<file path="config.mk">
export PLATFORM = sky130hd
export DESIGN_NAME = ps2_key_decoder_flat
export DESIGN_NICKNAME = d
export VERILOG_FILES = /design/src/rtl/ps2_key_decoder_pkg.sv /design/src/rtl/ps2_key_decoder_if.sv /design/src/rtl/ps2_key_decoder_rx_frame.sv /design/src/rtl/ps2_key_decoder.sv /design/src/flat_wrapper.sv
export SDC_FILE = /design/constraint.sdc
export NUM_CORES = 1
export LEC_CHECK = 0
export BUFFER_PORTS_ARGS = -buffer_cell sky130_fd_sc_hd__buf_2
export CAP_MARGIN = 20
export CORE_MARGIN = 4
export CORE_UTILIZATION = 46
export CTS_CLUSTER_DIAMETER = 40
export DETAILED_ROUTE_END_ITERATION = 10
export GPL_TIMING_DRIVEN = 0
export PLACE_DENSITY = 0.72
export SLEW_MARGIN = 40
export SYNTH_ARGS = -nofsm -noshare
export SYNTH_HDL_FRONTEND = slang
export SYNTH_SLANG_ARGS = --single-unit
</file>
<file path="constraint.sdc">
create_clock -name Clock -period 3.3 [get_ports Clock]
set_clock_uncertainty 0.05 [all_clocks]
set_input_delay 0.33 -clock Clock [delete_from_list [all_inputs] [get_ports Clock]]
set_output_delay 0.33 -clock Clock [all_outputs]
set_load 0.05 [all_outputs]
</file>
<file path="src/rtl/ps2_key_decoder_pkg.sv">
// +----------------------------------------------------------------------------+
// | ps2_pkg                                                                    |
// | Shared constants, state encoding and key lookup for the PS/2 key decoder.  |
// | Revision: 1.0                                                              |
// +----------------------------------------------------------------------------+
`default_nettype none

package ps2_pkg;

  localparam logic [7:0] PS2_EXT       = 8'hE0;
  localparam logic [7:0] PS2_BRK       = 8'hF0;
  localparam int         PS2_FRAME_LEN = 11;

  localparam logic [7:0] DEF_KEY_UP    = 8'h1D;
  localparam logic [7:0] DEF_KEY_RIGHT = 8'h23;
  localparam logic [7:0] DEF_KEY_DOWN  = 8'h1B;
  localparam logic [7:0] DEF_KEY_LEFT  = 8'h1C;

  localparam int DIR_UP    = 3;
  localparam int DIR_RIGHT = 2;
  localparam int DIR_DOWN  = 1;
  localparam int DIR_LEFT  = 0;

  typedef enum logic [1:0] {
    RX_IDLE  = 2'd0,
    RX_SHIFT = 2'd1,
    RX_CHECK = 2'd2
  } rx_state_t;

  // One-hot direction for a scan code, or zero when the code is unmapped.
  function automatic logic [3:0] key_onehot(input logic [7:0] code,
                                            input logic [7:0] up,
                                            input logic [7:0] right,
                                            input logic [7:0] down,
                                            input logic [7:0] left);
    logic [3:0] oh;
    oh = 4'b0000;
    if (code == up)    oh[DIR_UP]    = 1'b1;
    if (code == right) oh[DIR_RIGHT] = 1'b1;
    if (code == down)  oh[DIR_DOWN]  = 1'b1;
    if (code == left)  oh[DIR_LEFT]  = 1'b1;
    return oh;
  endfunction

endpackage

`default_nettype wire

</file>
<file path="src/rtl/ps2_key_decoder_if.sv">
// +----------------------------------------------------------------------------+
// | ps2_key_decoder_if                                                         |
// | Key event bus from the PS/2 decoder to the game/control logic.             |
// | Revision: 1.0                                                              |
// +----------------------------------------------------------------------------+
`default_nettype none

interface ps2_key_decoder_if;
  logic [3:0] o_direccion;
  logic       o_key_valid;
  logic [7:0] o_scancode;
  logic       o_extended;
  logic       o_break;
  logic       o_frame_err;

  modport master (
    output o_direccion, o_key_valid, o_scancode, o_extended, o_break, o_frame_err
  );

  modport slave (
    input o_direccion, o_key_valid, o_scancode, o_extended, o_break, o_frame_err
  );
endinterface

`default_nettype wire

</file>
<file path="src/rtl/ps2_key_decoder_rx_frame.sv">
// +----------------------------------------------------------------------------+
// | ps2_rx_frame                                                               |
// | Synchronises and filters the PS/2 lines, assembles and checks 11-bit frames|
// | Revision: 1.0                                                              |
// +----------------------------------------------------------------------------+
`default_nettype none

module ps2_rx_frame
  import ps2_pkg::*;
#(
  parameter int CLK_HZ     = 50000000,
  parameter int FILTER_LEN = 8,
  parameter int TIMEOUT_US = 1000
) (
  input  wire logic       clk_i,
  input  wire logic       rst_i,
  input  wire logic       ps2_clk_i,
  input  wire logic       ps2_data_i,
  output logic [7:0]      byte_o,
  output logic            byte_valid_o,
  output logic            frame_err_o
);

  localparam int unsigned TO_CYC   = CLK_HZ / 1000000 * TIMEOUT_US;
  localparam logic [31:0] TO_LAST  = 32'(TO_CYC - 1);
  localparam logic [4:0]  FILT_MAX = 5'(FILTER_LEN - 1);
  localparam logic [3:0]  LAST_BIT = 4'(PS2_FRAME_LEN - 1);

  logic [1:0]  clk_sync_q, dat_sync_q;
  logic        filt_q, strobe_q, dat_q;
  logic [4:0]  filt_cnt_q;
  rx_state_t   state_q;
  logic [3:0]  bitcnt_q;
  logic [10:0] frame_q;
  logic [31:0] to_cnt_q;
  logic        timeout_hit, frame_ok;

  // The filter only accepts a new level after FILTER_LEN matching samples.
  always_ff @(posedge clk_i or posedge rst_i) begin
    if (rst_i) begin
      clk_sync_q <= 2'b00;
      dat_sync_q <= 2'b00;
      filt_q     <= 1'b0;
      filt_cnt_q <= 5'd0;
      strobe_q   <= 1'b0;
      dat_q      <= 1'b0;
    end else begin
      clk_sync_q <= {clk_sync_q[0], ps2_clk_i};
      dat_sync_q <= {dat_sync_q[0], ps2_data_i};
      strobe_q   <= 1'b0;
      if (clk_sync_q[1] != filt_q) begin
        if (filt_cnt_q == FILT_MAX) begin
          filt_q     <= clk_sync_q[1];
          filt_cnt_q <= 5'd0;
          strobe_q   <= ~clk_sync_q[1];
          dat_q      <= dat_sync_q[1];
        end else begin
          filt_cnt_q <= filt_cnt_q + 5'd1;
        end
      end else begin
        filt_cnt_q <= 5'd0;
      end
    end
  end

  assign timeout_hit = (state_q == RX_SHIFT) && !strobe_q && (to_cnt_q == TO_LAST);
  assign frame_ok    = !frame_q[0] && frame_q[10] && (^frame_q[9:1]);

  always_ff @(posedge clk_i or posedge rst_i) begin
    if (rst_i) begin
      state_q  <= RX_IDLE;
      bitcnt_q <= 4'd0;
      frame_q  <= 11'd0;
      to_cnt_q <= 32'd0;
    end else begin
      case (state_q)
        RX_IDLE: begin
          to_cnt_q <= 32'd0;
          if (strobe_q && !dat_q) begin
            frame_q  <= {1'b0, frame_q[10:1]};
            bitcnt_q <= 4'd1;
            state_q  <= RX_SHIFT;
          end
        end
        RX_SHIFT: begin
          if (strobe_q) begin
            frame_q  <= {dat_q, frame_q[10:1]};
            bitcnt_q <= bitcnt_q + 4'd1;
            to_cnt_q <= 32'd0;
            if (bitcnt_q == LAST_BIT) state_q <= RX_CHECK;
          end else if (timeout_hit) begin
            state_q  <= RX_IDLE;
            bitcnt_q <= 4'd0;
            to_cnt_q <= 32'd0;
          end else begin
            to_cnt_q <= to_cnt_q + 32'd1;
          end
        end
        RX_CHECK: begin
          state_q  <= RX_IDLE;
          bitcnt_q <= 4'd0;
        end
        default: state_q <= RX_IDLE;
      endcase
    end
  end

  assign byte_o       = frame_q[8:1];
  assign byte_valid_o = (state_q == RX_CHECK) && frame_ok;
  assign frame_err_o  = ((state_q == RX_CHECK) && !frame_ok) || timeout_hit;

endmodule

`default_nettype wire

</file>
<file path="src/rtl/ps2_key_decoder.sv">
// +----------------------------------------------------------------------------+
// | ps2_key_decoder                                                            |
// | PS/2 keyboard front end: E0/F0 prefix tracking and held-direction state.   |
// | Revision: 1.0                                                              |
// +----------------------------------------------------------------------------+
`default_nettype none

module ps2_key_decoder
  import ps2_pkg::*;
#(
  parameter int         CLK_HZ     = 50000000,
  parameter int         FILTER_LEN = 8,
  parameter int         TIMEOUT_US = 1000,
  parameter int         HOLD_MODE  = 1,
  parameter logic [7:0] KEY_UP     = DEF_KEY_UP,
  parameter logic [7:0] KEY_RIGHT  = DEF_KEY_RIGHT,
  parameter logic [7:0] KEY_DOWN   = DEF_KEY_DOWN,
  parameter logic [7:0] KEY_LEFT   = DEF_KEY_LEFT
) (
  input  wire logic           Clock,
  input  wire logic           Reset,
  input  wire logic           iPS2CLK,
  input  wire logic           iPS2D,
  ps2_key_decoder_if.master   key_o
);

  logic [7:0] rx_byte;
  logic       rx_valid, rx_err;
  logic       ext_q, brk_q;
  logic [3:0] dir_q, dir_d, key_hit;
  logic [7:0] scancode_q;
  logic       extended_q, break_q, key_valid_q, frame_err_q;

  ps2_rx_frame #(
    .CLK_HZ     (CLK_HZ),
    .FILTER_LEN (FILTER_LEN),
    .TIMEOUT_US (TIMEOUT_US)
  ) u_rx (
    .clk_i        (Clock),
    .rst_i        (Reset),
    .ps2_clk_i    (iPS2CLK),
    .ps2_data_i   (iPS2D),
    .byte_o       (rx_byte),
    .byte_valid_o (rx_valid),
    .frame_err_o  (rx_err)
  );

  assign key_hit = key_onehot(rx_byte, KEY_UP, KEY_RIGHT, KEY_DOWN, KEY_LEFT);

  always_comb begin
    dir_d = dir_q;
    if (HOLD_MODE != 0) begin
      dir_d = brk_q ? (dir_q & ~key_hit) : (dir_q | key_hit);
    end else if (!brk_q) begin
      dir_d = key_hit;
    end else if (dir_q == key_hit) begin
      // A release of a key other than the latched one leaves it latched.
      dir_d = 4'b0000;
    end
  end

  always_ff @(posedge Clock or posedge Reset) begin
    if (Reset) begin
      ext_q       <= 1'b0;
      brk_q       <= 1'b0;
      dir_q       <= 4'b0000;
      scancode_q  <= 8'd0;
      extended_q  <= 1'b0;
      break_q     <= 1'b0;
      key_valid_q <= 1'b0;
      frame_err_q <= 1'b0;
    end else begin
      key_valid_q <= 1'b0;
      frame_err_q <= 1'b0;
      if (rx_err) begin
        frame_err_q <= 1'b1;
        ext_q       <= 1'b0;
        brk_q       <= 1'b0;
      end else if (rx_valid) begin
        if (rx_byte == PS2_EXT) begin
          ext_q <= 1'b1;
        end else if (rx_byte == PS2_BRK) begin
          brk_q <= 1'b1;
        end else begin
          scancode_q  <= rx_byte;
          extended_q  <= ext_q;
          break_q     <= brk_q;
          key_valid_q <= 1'b1;
          ext_q       <= 1'b0;
          brk_q       <= 1'b0;
          if (!ext_q && (key_hit != 4'b0000)) dir_q <= dir_d;
        end
      end
    end
  end

  assign key_o.o_direccion = dir_q;
  assign key_o.o_key_valid = key_valid_q;
  assign key_o.o_scancode  = scancode_q;
  assign key_o.o_extended  = extended_q;
  assign key_o.o_break     = break_q;
  assign key_o.o_frame_err = frame_err_q;

endmodule

`default_nettype wire

</file>
<file path="src/flat_wrapper.sv">
// flat-port wrapper written by rule: the top's interface ports become plain ports
module ps2_key_decoder_flat import ps2_pkg::*;
#(
  parameter int         CLK_HZ     = 50000000,
  parameter int         FILTER_LEN = 8,
  parameter int         TIMEOUT_US = 1000,
  parameter int         HOLD_MODE  = 1,
  parameter logic [7:0] KEY_UP     = DEF_KEY_UP,
  parameter logic [7:0] KEY_RIGHT  = DEF_KEY_RIGHT,
  parameter logic [7:0] KEY_DOWN   = DEF_KEY_DOWN,
  parameter logic [7:0] KEY_LEFT   = DEF_KEY_LEFT
)
  (Clock, Reset, iPS2CLK, iPS2D, key_o_o_direccion, key_o_o_key_valid, key_o_o_scancode, key_o_o_extended, key_o_o_break, key_o_o_frame_err);
  ps2_key_decoder_if key_o_i ();
  input  wire logic Clock;
  input  wire logic Reset;
  input  wire logic iPS2CLK;
  input  wire logic iPS2D;
  output wire logic [$bits(key_o_i.o_direccion)-1:0] key_o_o_direccion;
  output wire logic [$bits(key_o_i.o_key_valid)-1:0] key_o_o_key_valid;
  output wire logic [$bits(key_o_i.o_scancode)-1:0] key_o_o_scancode;
  output wire logic [$bits(key_o_i.o_extended)-1:0] key_o_o_extended;
  output wire logic [$bits(key_o_i.o_break)-1:0] key_o_o_break;
  output wire logic [$bits(key_o_i.o_frame_err)-1:0] key_o_o_frame_err;
  assign key_o_o_direccion = key_o_i.o_direccion;
  assign key_o_o_key_valid = key_o_i.o_key_valid;
  assign key_o_o_scancode = key_o_i.o_scancode;
  assign key_o_o_extended = key_o_i.o_extended;
  assign key_o_o_break = key_o_i.o_break;
  assign key_o_o_frame_err = key_o_i.o_frame_err;
  ps2_key_decoder #(.CLK_HZ(CLK_HZ), .FILTER_LEN(FILTER_LEN), .TIMEOUT_US(TIMEOUT_US), .HOLD_MODE(HOLD_MODE), .KEY_UP(KEY_UP), .KEY_RIGHT(KEY_RIGHT), .KEY_DOWN(KEY_DOWN), .KEY_LEFT(KEY_LEFT)) u_core (.Clock(Clock), .Reset(Reset), .iPS2CLK(iPS2CLK), .iPS2D(iPS2D), .key_o(key_o_i));
endmodule
</file>
-- Word-level counts from Yosys, hierarchy flattened
Cells that the tools add are included.
- output and inout port bits: 16
- bits of input ports: 4
- logic and storage cells: 111
- register bits after elaboration: 79
- bitwise gates (word level): 7
- muxes and demuxes: 37
- reductions and logical operators: 28
- $add $sub $neg: 3
- equality and inequality tests: 18
- operator list (cell ; number):
    $mux 32 ; 2
    $pmux 32 s2 ; 1
    $add 32x1->32 const B ; 1
    $eq 32x16->1 const B ; 1
    $eq 8x5->1 const B ; 3
    $mux 11 ; 2
    $pmux 11 s2 ; 1
    $mux 1 ; 19
    $eq 8x8->1 const B ; 2
    $mux 4 ; 4
    $pmux 4 s3 ; 1
    $mux 5 ; 2
    $reduce_and 3->1 ; 3
    $reduce_xor 9->1 ; 1
    $eq 8x6->1 const B ; 1
    $logic_and 1x1->1 ; 8
    $mux 2 ; 4
    $reduce_and 2->1 ; 3
    $add 5x1->5 const B ; 1
    $eq 5x3->1 const B ; 1
    $logic_not 1->1 ; 5
    $reduce_and 5->1 ; 1
    $add 4x1->4 const B ; 1
    $and 4x4->4 ; 1
    other kinds (19) ; 24

-- Longest topological paths before layout
Gate-level depths: netlist of run 1.
- depth in word-level cells: 8
- mapped depth: 9
- gate-level depth less buffers: 7

-- Cells and area by module
Synthesis of run 1 repeated with hierarchy kept, for this count alone.
- cell total of the unflattened synthesis: 368
- area total of the unflattened synthesis: 3985.1 µm²
- by module, submodules not included (module ; seq. area each (µm²) ; instances ; area each (µm²) ; cells each):
    ps2_rx_frame ; 1526.5 ; 1 ; 3210.6 ; 310
    ps2_key_decoder ; 450.4 ; 1 ; 774.5 ; 58

-- Worst setup path before layout of run 1
OpenSTA, ideal clock, no wires.
- path kind: register to register
- start point: reg u_core.u_rx.frame_q[5]
- end point: reg u_core.break_q (netlist: u_core.key_o.o_break)
- clock period less this slack: 2.294 ns
- library setup time: 0.125 ns
- slack: 1.006 ns
- stages on the path, launching flop included: 9
- arrival time: 2.119 ns
- cell sequence: dfrtp_1 > inv_1 > ha_1 > xnor3_2 > xnor2_4 > nand2_4 > nor3_4 > buf_6 > mux2_4
- word-level cells in the longest chain between the ends: 7
- elaborated cells between the ends (all ways): 12
- classes of those cells: 2 x eq/ne; 3 x bitwise; 7 x reduce/logical
- ends and longest elaborated chain (item ; line ; source):
    from (decl) ; ps2_key_decoder_rx_frame.sv:34 ; logic [10:0] frame_q;
    from (signal assigned) ; ps2_key_decoder_rx_frame.sv:80 ; frame_q <= {1'b0, frame_q[10:1]};
    from (signal assigned) ; ps2_key_decoder_rx_frame.sv:87 ; frame_q <= {dat_q, frame_q[10:1]};
    $reduce_xor 9->1 ; ps2_key_decoder_rx_frame.sv:67 ; assign frame_ok = !frame_q[0] && frame_q[10] && (^frame_q[9:1]);
    $logic_and 1x1->1 ; ps2_key_decoder_rx_frame.sv:67 ;
    $logic_not 1->1 ; ps2_key_decoder_rx_frame.sv:110 ; assign frame_err_o = ((state_q == RX_CHECK) && !frame_ok) || timeout_hit;
    $logic_and 1x1->1 ; ps2_key_decoder_rx_frame.sv:110 ;
    $logic_or 1x1->1 ; ps2_key_decoder_rx_frame.sv:110 ;
    $not 1->1 (no source line) ; - ;
    $reduce_and 4->1 (no source line) (*) ; - ;
    to (signal assigned) ; ps2_key_decoder.sv:87 ; break_q <= brk_q;
    to (decl) ; ps2_key_decoder.sv:32 ; logic extended_q, break_q, key_valid_q, frame_err_q;
Mark *: on every way between the ends. The rest lies on a longest branch, timed or not.
A chain may end at the register's enable or synchronous reset.

-- Worst setup path in the final report of run 1
- start point: reg u_core.u_rx.frame_q[5]
- end point: reg u_core.scancode_q[7] (netlist: u_core.key_o.o_scancode[7])
- word-level cells in the longest chain between the ends: 7
- elaborated cells between the ends (all ways): 12
- classes of those cells: 2 x eq/ne; 3 x bitwise; 7 x reduce/logical
- ends and longest elaborated chain (item ; line ; source):
    $reduce_xor 9->1 ; ps2_key_decoder_rx_frame.sv:67 ;
    $logic_and 1x1->1 ; ps2_key_decoder_rx_frame.sv:67 ;
    $logic_not 1->1 ; ps2_key_decoder_rx_frame.sv:110 ;
    $logic_and 1x1->1 ; ps2_key_decoder_rx_frame.sv:110 ;
    $logic_or 1x1->1 ; ps2_key_decoder_rx_frame.sv:110 ;
    $not 1->1 (no source line) ; - ;
    $reduce_and 4->1 (no source line) (*) ; - ;
    to (signal assigned) ; ps2_key_decoder.sv:85 ; scancode_q <= rx_byte;
    to (decl) ; ps2_key_decoder.sv:31 ; logic [7:0] scancode_q;
Marks and branches as above.

==> impl_metrics.toml, run 1 <==
[power_and_ir_drop]
vdd_drop_max_mv = 0.2481
total_leakage_power_nw = 2.116
p_per_area_nw_per_um2 = 487.7
power.total_mw = 2.274

[yosys]
async_reset_ff_share_pct = 100.0
muxShareOfSynthArea_pct = 5.800
synthSimpleGateAreaFrac_pct = 22.96
netlist_instances = 393
ys.warnings.count = 0
synth_top_family_by_area = "simple AND/OR/NAND/NOR gates"
synthesis.area_sq_um = 4185
synth.distinct_cells = 56
yosysSeqAreaShare_pct = 47.23
synth_xor_area_share_pct = 8.341
synth_compound_gate_area_share_pct = 5.680
synth_fa_ha_area_share_pct = 5.680
syn_nets = 416
ys_ff_latch = 79
avgSynthCellArea_sq_um = 10.65
synth_ff_type = "dfrtp_1"
synth_edf_count = 0

[setup_path]
slowest_delay_ps = 430
cpLargestDelayFamily = "XOR/XNOR gates"
cpMaxStageDelayCell = "dfrtp_1"
path_max_fanout = 10
critPathBufInv = 2
crit_chain = "inv_1, ha_1, xnor3_2, xnor2_4, nand2_4, nor3_4, buf_6, mux2_4"
crit_path_end_kind = "flop"
crit_type = "reg2reg"
cp_data_required_time_ps = 3490
cp-start-kind = "flop"
arrival_ps = 2650

[timing]
max-slew-margin-rel_pct = 60.05
maxSlewViolCount = 0
fin_ws_ps = 839.1
finalCritPeriodShare_pct = 74.57
fmax_mhz = 406.4
rsz0062_at_grt = "no"
setup_viol = 0
worst_slew_pin_slew_ps = 599.2
fin_crit_ps = 2461
hold_viol = 0

[finish]
fillers = 751
fin_nets = 448
drive_above_1_share_pct = 19.30
seq_area_sq_um = 1977
instances_no_fill = 538
area_growth_pct = 11.42
fin_util_pct = 52.96
num_antenna_cells = 0
multi_input_area_sq_um = 2028

[cts]
clk_path_buf_depth = 2
cts_tree = "yes"
htreeDepth = 3
cts_resized = 0
cts.clk_slew.worst_paths_ps = 90
clkSinkCount = 79
clock-root-buffer = "clkbuf_8"
cts_made_buffers = 9
clk_latency_ps = 360

[place]
pre_cts_slack_ps = 833.4
numPortBuffers = 19
hpwl_mm = 5.456
gp_congestion = 0.8634
dp.cells = 521

[routing]
vias = 2857
avgRoutedWirePerCell_microns = 14.07
drtPass1Iterations = 4
drc_errors = 0
wl_mm = 7.569
ant_nets = 0
viasPerCell = 5.310
drt-initial-drc-count = 122

[grt]
grt_remaining_overflow = 0
antenna_found_initial = 0
grt_pass1_wl_mm = 13.25
grt_pass1_vias = 2839
grt_max_degree = 43
globalRouteTotalUtil_pct = 15.85

[flow_run]
maxCapViolations = 0

[floorplan]
initial_core_util_pct = 47.53
core_area_sq_um = 8806
pin_count = 20
die_width_microns = 103.4
die_h_microns = 103.4
die_area_sq_um = 10690
rows = 34

[worst_hold_path]
min-delay-path-class = "in2reg"

[outcome]
outcome = "finished clean"
==> kinds of logic (layout without fill, tap and decap cells) <==
logic type,Yosys count,count (layout)
muxes,19,19
DFF,79,79
and+or+nand+nor,166,166
buffers and inverters,37,74
AOI/OAI and AO/OA,37,37
adders and majority gates,19,19
xor gates and xnor gates,36,36
==> cells in the mapped netlist, types with 3 or more instances <==
master / n / area share [%]
dfrtp_1: 79 / 47
nor2_1: 40 / 3.6
nand2_1: 38 / 3.4
xnor2_1: 24 / 5.0
inv_1: 22 / 2.0
ha_1: 19 / 5.7
nand3_1: 16 / 1.9
o21ai_0: 14 / 1.7
nor3_1: 11 / 1.3
nand4_1: 10 / 1.5
xor2_1: 10 / 2.1
mux2_4: 9 / 3.2
nor4_1: 9 / 1.3
buf_4: 6 / 1.1
mux2_2: 6 / 1.6
and4_1: 5 / 1.0
nor4_2: 5 / 1.5
a21oi_1: 4 / 0.48
and3_1: 4 / 0.60
clkbuf_1: 4 / 0.36
mux2i_1: 4 / 0.96
nor3b_1: 4 / 0.72
a21o_1: 3 / 0.54
a31oi_1: 3 / 0.45
and2_1: 3 / 0.45
buf_2: 3 / 0.36
==> per-layer routing <==
metal	up-vias	part of all wire [%]	global-route usage (%)
met5	-	0	0
met4	0	2.5	8.068
met3	15	3.2	2.683
met2	53	47	24.26
met1	1369	48	21.70
li1	1420	-	-
==> placed cells by master (no fill, tap or decap), types with 5 or more instances in the layout <==
cell / synthesis / routed
nor3_1: 11 / 11
nand4_1: 10 / 10
mux2_4: 9 / 9
and4_1: 5 / 5
clkbuf_8: 0 / 10
buf_4: 6 / 6
nand3_1: 16 / 16
dfrtp_1: 79 / 79
nand2_1: 38 / 38
mux2_2: 6 / 6
o21ai_0: 14 / 14
buf_2: 3 / 22
nor4_1: 9 / 9
inv_1: 22 / 21
xor2_1: 10 / 10
xnor2_1: 24 / 24
nor2_1: 40 / 40
ha_1: 19 / 19
nor4_2: 5 / 5
==> path summary, 6_finish.rpt <==
path	startpoint	endpoint	slack (ps)	cells past startpoint
worst min-delay path	iPS2CLK	u_core.u_rx.clk_sync_q[0]	20	1
min in group asynchronous	Reset	u_core.u_rx.bitcnt_q[2]	440	3
worst max register to register	u_core.u_rx.frame_q[5]	u_core.key_o.o_scancode[7]	840	8
worst min register to register	u_core.u_rx.dat_sync_q[0]	u_core.u_rx.dat_sync_q[1]	300	0
worst max-delay path	u_core.u_rx.frame_q[5]	u_core.key_o.o_scancode[7]	840	8
max in group asynchronous	Reset	u_core.u_rx.to_cnt_q[22]	2220	4
==> repair_timing <==
| item | CTS | global route |
|---|---|---|
| hold buffers | 1 | 0 |
| setup buffers | 0 | 0 |
| hold endpoints to repair | 37 | 0 |
==> registers in the layout (all words and copies together) (netlist names), 2 cells and up, named ones only <==
name                     flops
u_core.key_o.o_scancode      8
u_core.u_rx.filt_cnt_q       5
u_core.u_rx.bitcnt_q         4
u_core.u_rx.dat_sync_q       2
u_core.u_rx.to_cnt_q        32
u_core.u_rx.state_q          2
u_core.u_rx.frame_q         11
u_core.u_rx.clk_sync_q       2
==> metrics by stage <==
stage	instance area, sq um	setup TNS [ps]	hold slack, ps
4_1_cts	4663	0	3.843
3_5_place_dp	4441	0	286.3
6_report	4663	0	21.49
5_1_grt	4663	0	4.712
2_1_floorplan	4185	0	281.2
3_3_place_gp	4415	-3689	283.1
==> where the power goes <==
| group | internal [mW] | leakage, nW | switching (mW) |
|---|---|---|---|
| Sequential | 1.02 | 1.08 | 0.0592 |
| Clock | 0.382 | 0.105 | 0.382 |
| Combinational | 0.165 | 0.926 | 0.262 |
| Total | 1.57 | 2.12 | 0.703 |
==> final cells by class <==
| type | instances | share of cell area [%] |
|---|---|---|
| plain buffers | 15 | 2.093 |
| flip-flops and latches | 79 | 42.39 |
| clock inverters | 6 | 1.610 |
| multi-input cells | 277 | 43.49 |
| repair buffers | 21 | 2.683 |
| clock buffers | 10 | 2.951 |
| well taps | 108 | 2.898 |
| inverters | 22 | 1.878 |
Note: power is estimated with default switching activity, not from simulation.
==> run 2: changes to the inputs <==
==> constraint.sdc (replaced) <==
create_clock -name Clock -period 2.6 [get_ports Clock]
set_clock_uncertainty 0.05 [all_clocks]
set_input_delay 0.26 -clock Clock [delete_from_list [all_inputs] [get_ports Clock]]
set_output_delay 0.26 -clock Clock [all_outputs]
set_load 0.05 [all_outputs]
==> impl_metrics.toml, run 2 (same netlist as run 1, synthesis figures left out) <==
[outcome]
outcome = "finished clean"

[routing]
drtPass1Iterations = 4
ant_nets = 0
viasPerCell = 5.283
drt-initial-drc-count = 125
drc_errors = 0
avgRoutedWirePerCell_microns = 14.02
vias = 2853
wl_mm = 7.573

[place]
dp.cells = 521
pre_cts_slack_ps = 133.4
numPortBuffers = 19
gp_congestion = 0.8634
dpl_cell_area_sq_um = 4441
hpwl_mm = 5.456

[grt]
grt_pass1_vias = 2839
antenna_found_initial = 0
grt_remaining_overflow = 0
grt_pass1_wl_mm = 13.25
globalRouteTotalUtil_pct = 15.85
grt_max_degree = 43

[cts]
post_cts_buffers = 0
clkSinkCount = 79
clk_latency_ps = 360
cts_made_buffers = 9
cts_tree = "yes"
clock-root-buffer = "clkbuf_8"
cts_resized = 0
clk_path_buf_depth = 2
htreeDepth = 3
cts.clk_slew.worst_paths_ps = 90
ctsHoldBuffers = 3

[timing]
tns_ps = 0
fin_crit_ps = 2463
finalCritPeriodShare_pct = 94.73
maxSlewViolCount = 0
fin_ws_ps = 137.1
setup_viol = 0
max-slew-margin-rel_pct = 60.19
hold_viol = 0
worst_slew_pin_slew_ps = 597.2
whs_ps = 304.8
rsz0062_at_grt = "no"
fmax_mhz = 406.0

[setup_path]
cpLargestDelayFamily = "XOR/XNOR gates"
critPathBufInv = 2
crit_path_end_kind = "flop"
slowest_delay_ps = 430
crit_chain = "inv_1, ha_1, xnor3_2, xnor2_4, nand2_4, nor3_4, buf_6, mux2_4"
crit_type = "reg2reg"
cp-start-kind = "flop"
cpMaxStageDelayCell = "dfrtp_1"
cp_data_required_time_ps = 2790
arrival_ps = 2660
path_max_fanout = 10

[power_and_ir_drop]
seq_power_share_pct = 47.5
pwr-share-clk_pct = 33.6
p_comb_share_pct = 18.8
p_per_area_nw_per_um2 = 617.7
p_switching_mw = 0.8968
total_leakage_power_nw = 2.124
vdd_drop_max_mv = 0.3151
sw_frac_of_total_pct = 31.00
intPower_mw = 1.996

[floorplan]
die_area_sq_um = 10690
initial_core_util_pct = 47.53
rows = 34
core_area_sq_um = 8806
die_width_microns = 103.4
pin_count = 20
die_h_microns = 103.4

[finish]
instances_no_fill = 540
area_growth_pct = 11.90
largest_reg_flops = 32
fin_nets = 450
layout_common_cells = "dfrtp_1, nor2_1, nand2_1, xnor2_1, buf_2"
fillers = 749
largest_register = "u_core.u_rx.to_cnt_q"
fin_area_sq_um = 4683
num_antenna_cells = 0
drive_above_1_share_pct = 19.21
final_common_cell = "dfrtp_1"

[worst_hold_path]
min-delay-path-class = "reg2reg"

[flow_run]
maxCapViolations = 0
run 2: cell types whose count changed in the layout (fill, tap and decap cells not counted), sizes merged:
cell         previous run  this run
dlygate4sd3             1         3
run 2: worst reg2reg max path, stage by stage (launching register included):
cell,delay [ps]
dfrtp_1,430
inv_1,80
ha_1,310
xnor3_2,420
xnor2_4,230
nand2_4,110
nor3_4,200
buf_6,210
mux2_4,310
run 2: layout make-up:
cell class	count	area, sq um	share of cell area [%]
multi-input cells	277	2028	43.31
well taps	108	135.1	2.885
flip-flops and latches	79	1977	42.21
repair buffers	23	145.1	3.099
clock buffers	10	137.6	2.939
inverters	22	87.58	1.870
plain buffers	15	97.59	2.084
clock inverters	6	75.07	1.603
run 2: per-layer routing:
layer	wire length, microns	vias to the layer above	GRT usage [%]
met5	0	-	0
met1	3719	1376	21.70
li1	-	1425	-
met4	185	0	8.068
met3	174	15	2.683
met2	3492	37	24.26
run 2: path summary, 6_finish.rpt:
| check | startpoint | end | slack, ps | depth (start not counted) |
|---|---|---|---|---|
| setup / recovery | u_core.u_rx.frame_q[5] | u_core.key_o.o_scancode[7] | 140 | 8 |
| hold / removal | u_core.u_rx.dat_sync_q[0] | u_core.u_rx.dat_sync_q[1] | 300 | 0 |
| setup reg to reg | u_core.u_rx.frame_q[5] | u_core.key_o.o_scancode[7] | 140 | 8 |
| hold reg to reg | u_core.u_rx.dat_sync_q[0] | u_core.u_rx.dat_sync_q[1] | 300 | 0 |
| max in group asynchronous | Reset | async pin | 1590 | 4 |
| min in group asynchronous | Reset | u_core.u_rx.bitcnt_q[2] | 370 | 3 |
run 2: power by group through the flow:
stage / clock [mW] / sequential, mW / combinational (mW)
CTS: 0.996 / 1.38 / 0.554
finish: 0.972 / 1.38 / 0.545
global placement: 0 / 1.39 / 0.530
global route: 1.05 / 1.39 / 0.623
floorplan: 0 / 1.38 / 0.427
detailed placement: 0 / 1.40 / 0.549
run 2: per-stage QoR:
stage          power (mW)  utilization (%)
2_1_floorplan       1.810                -
3_3_place_gp        1.924            50.14
3_5_place_dp        1.948            50.43
4_1_cts             2.926            53.18
5_1_grt             3.060            53.18
6_report            2.893            53.18
==> run 3: changes to the inputs <==
--- a/config.mk
+++ b/config.mk
@@ -7,6 +7,7 @@
 export LEC_CHECK = 0
 export BUFFER_PORTS_ARGS = -buffer_cell sky130_fd_sc_hd__buf_2
 export CAP_MARGIN = 20
+export CORE_ASPECT_RATIO = 0.9
 export CORE_MARGIN = 4
 export CORE_UTILIZATION = 46
 export CTS_CLUSTER_DIAMETER = 40
==> impl_metrics.toml, run 3 (same netlist as run 1, synthesis figures left out) <==
[cts]
clk_latency_ps = 350
cts_made_buffers = 9
cts.clk_slew.worst_paths_ps = 80
htreeDepth = 3
clk_path_buf_depth = 2
cts_tree = "yes"
clock-root-buffer = "clkbuf_8"
clkSinkCount = 79

[outcome]
outcome = "finished clean"

[finish]
num_antenna_cells = 0
final_common_cell = "dfrtp_1"
fin_nets = 451
largest_reg_flops = 32
layout_common_cells = "dfrtp_1, nor2_1, nand2_1, xnor2_1, buf_2"
multi_input_area_sq_um = 2032
drive_above_1_share_pct = 19.63
largest_register = "u_core.u_rx.to_cnt_q"
seq_area_sq_um = 1978
area_growth_pct = 11.63
fillers = 789

[floorplan]
core_area_sq_um = 8728
pin_count = 20
rows = 32
die_h_microns = 98.49
die_width_microns = 108.5
initial_core_util_pct = 47.95
die_area_sq_um = 10690

[timing]
fmax_mhz = 404.0
finalCritPeriodShare_pct = 95.20
hold_viol = 0
whs_ps = 303.3
worst_slew_pin_slew_ps = 621.7
fin_crit_ps = 2475
maxSlewViolCount = 0
rsz0062_at_grt = "no"
fin_ws_ps = 124.8
setup_viol = 0
max-slew-margin-rel_pct = 58.55

[grt]
grt_remaining_overflow = 0
grt_pass1_wl_mm = 13.66
antenna_found_initial = 0
grt_pass1_vias = 2876
globalRouteTotalUtil_pct = 15.87
grt_max_degree = 44

[place]
gp_congestion = 0.8089
numPortBuffers = 19
pre_cts_slack_ps = 92.76
hpwl_mm = 5.595

[power_and_ir_drop]
vdd_drop_max_mv = 0.3178
p_per_area_nw_per_um2 = 585.9
total_leakage_power_nw = 2.112

[worst_hold_path]
min-delay-path-class = "reg2reg"

[flow_run]
maxCapViolations = 0

[setup_path]
crit_type = "reg2reg"
path_max_fanout = 10
cp-start-kind = "flop"
crit_path_end_kind = "flop"
cp_data_required_time_ps = 2780
arrival_ps = 2660

[routing]
avgRoutedWirePerCell_microns = 13.99
vias = 2929
wl_mm = 7.721
ant_nets = 0
drtPass1Iterations = 4
drc_errors = 0
drt-initial-drc-count = 115
viasPerCell = 5.306
-- run 3: layer usage --
layer / vias up / wire length [microns] / GRT usage [%]
met5: - / 0 / 0
met4: 0 / 106 / 5.146
li1: 1431 / - / -
met2: 36 / 3604 / 25.18
met1: 1452 / 3758 / 21.86
met3: 10 / 253 / 3.209
-- run 3: worst paths after layout --
| kind | start | end | slack [ps] | depth (start not counted) |
|---|---|---|---|---|
| worst min-delay path | u_core.u_rx.dat_sync_q[0] | u_core.u_rx.dat_sync_q[1] | 300 | 0 |
| worst max-delay path | u_core.u_rx.frame_q[8] | u_core.key_o.o_scancode[6] | 120 | 8 |
| worst max register to register | u_core.u_rx.frame_q[8] | u_core.key_o.o_scancode[6] | 120 | 8 |
| max in group asynchronous | Reset | u_core.u_rx.frame_q[5] | 1580 | 4 |
| worst min register to register | u_core.u_rx.dat_sync_q[0] | u_core.u_rx.dat_sync_q[1] | 300 | 0 |
| min in group asynchronous | Reset | u_core.u_rx.filt_cnt_q[3] | 380 | 3 |
-- run 3: layout make-up --
class | count | share of cell area (%)
Buffer | 15 | 2.089
Clock buffer | 11 | 3.026
Clock inverter | 5 | 0.7231
Inverter | 22 | 1.875
Multi-Input combinational cell | 277 | 43.49
Sequential cell | 79 | 42.34
Tap cell | 119 | 3.187
Timing Repair Buffer | 24 | 3.267
-- run 3: what timing repair did --
action,CTS,global route
hold endpoints to repair,38,0
hold buffers,3,0
buffers inserted,0,1
gates resized for setup,0,2
endpoints found under the setup margin,0,29
-- run 3: power breakdown --
group	internal [mW]	leakage (nW)	switching [mW]
combinational	0.213	0.945	0.338
sequential	1.30	1.08	0.0731
clock	0.371	0.0853	0.442
total	1.88	2.11	0.853
-- run 3: through the flow --
stage	total power [mW]	utilization, %	std cells	TNS (ps)	area [sq um]
final	2.738	53.53	552	0	4672
after global routing	2.914	53.53	552	0	4672
after CTS	2.773	53.38	551	0	4659
after floorplan	1.810	-	393	0	4185
after detailed placement	1.950	51.03	532	0	4454
after global placement	1.927	50.75	531	-49630	4429
-- run 3: worst max-delay path, stage by stage (launching register included) --
cell and delay (ps):
dfrtp_1 400, inv_1 80, ha_1 270, xnor3_2 450, xnor2_4 250, nand2_4 110, nor3_4 220, buf_6 210
mux2_4 320
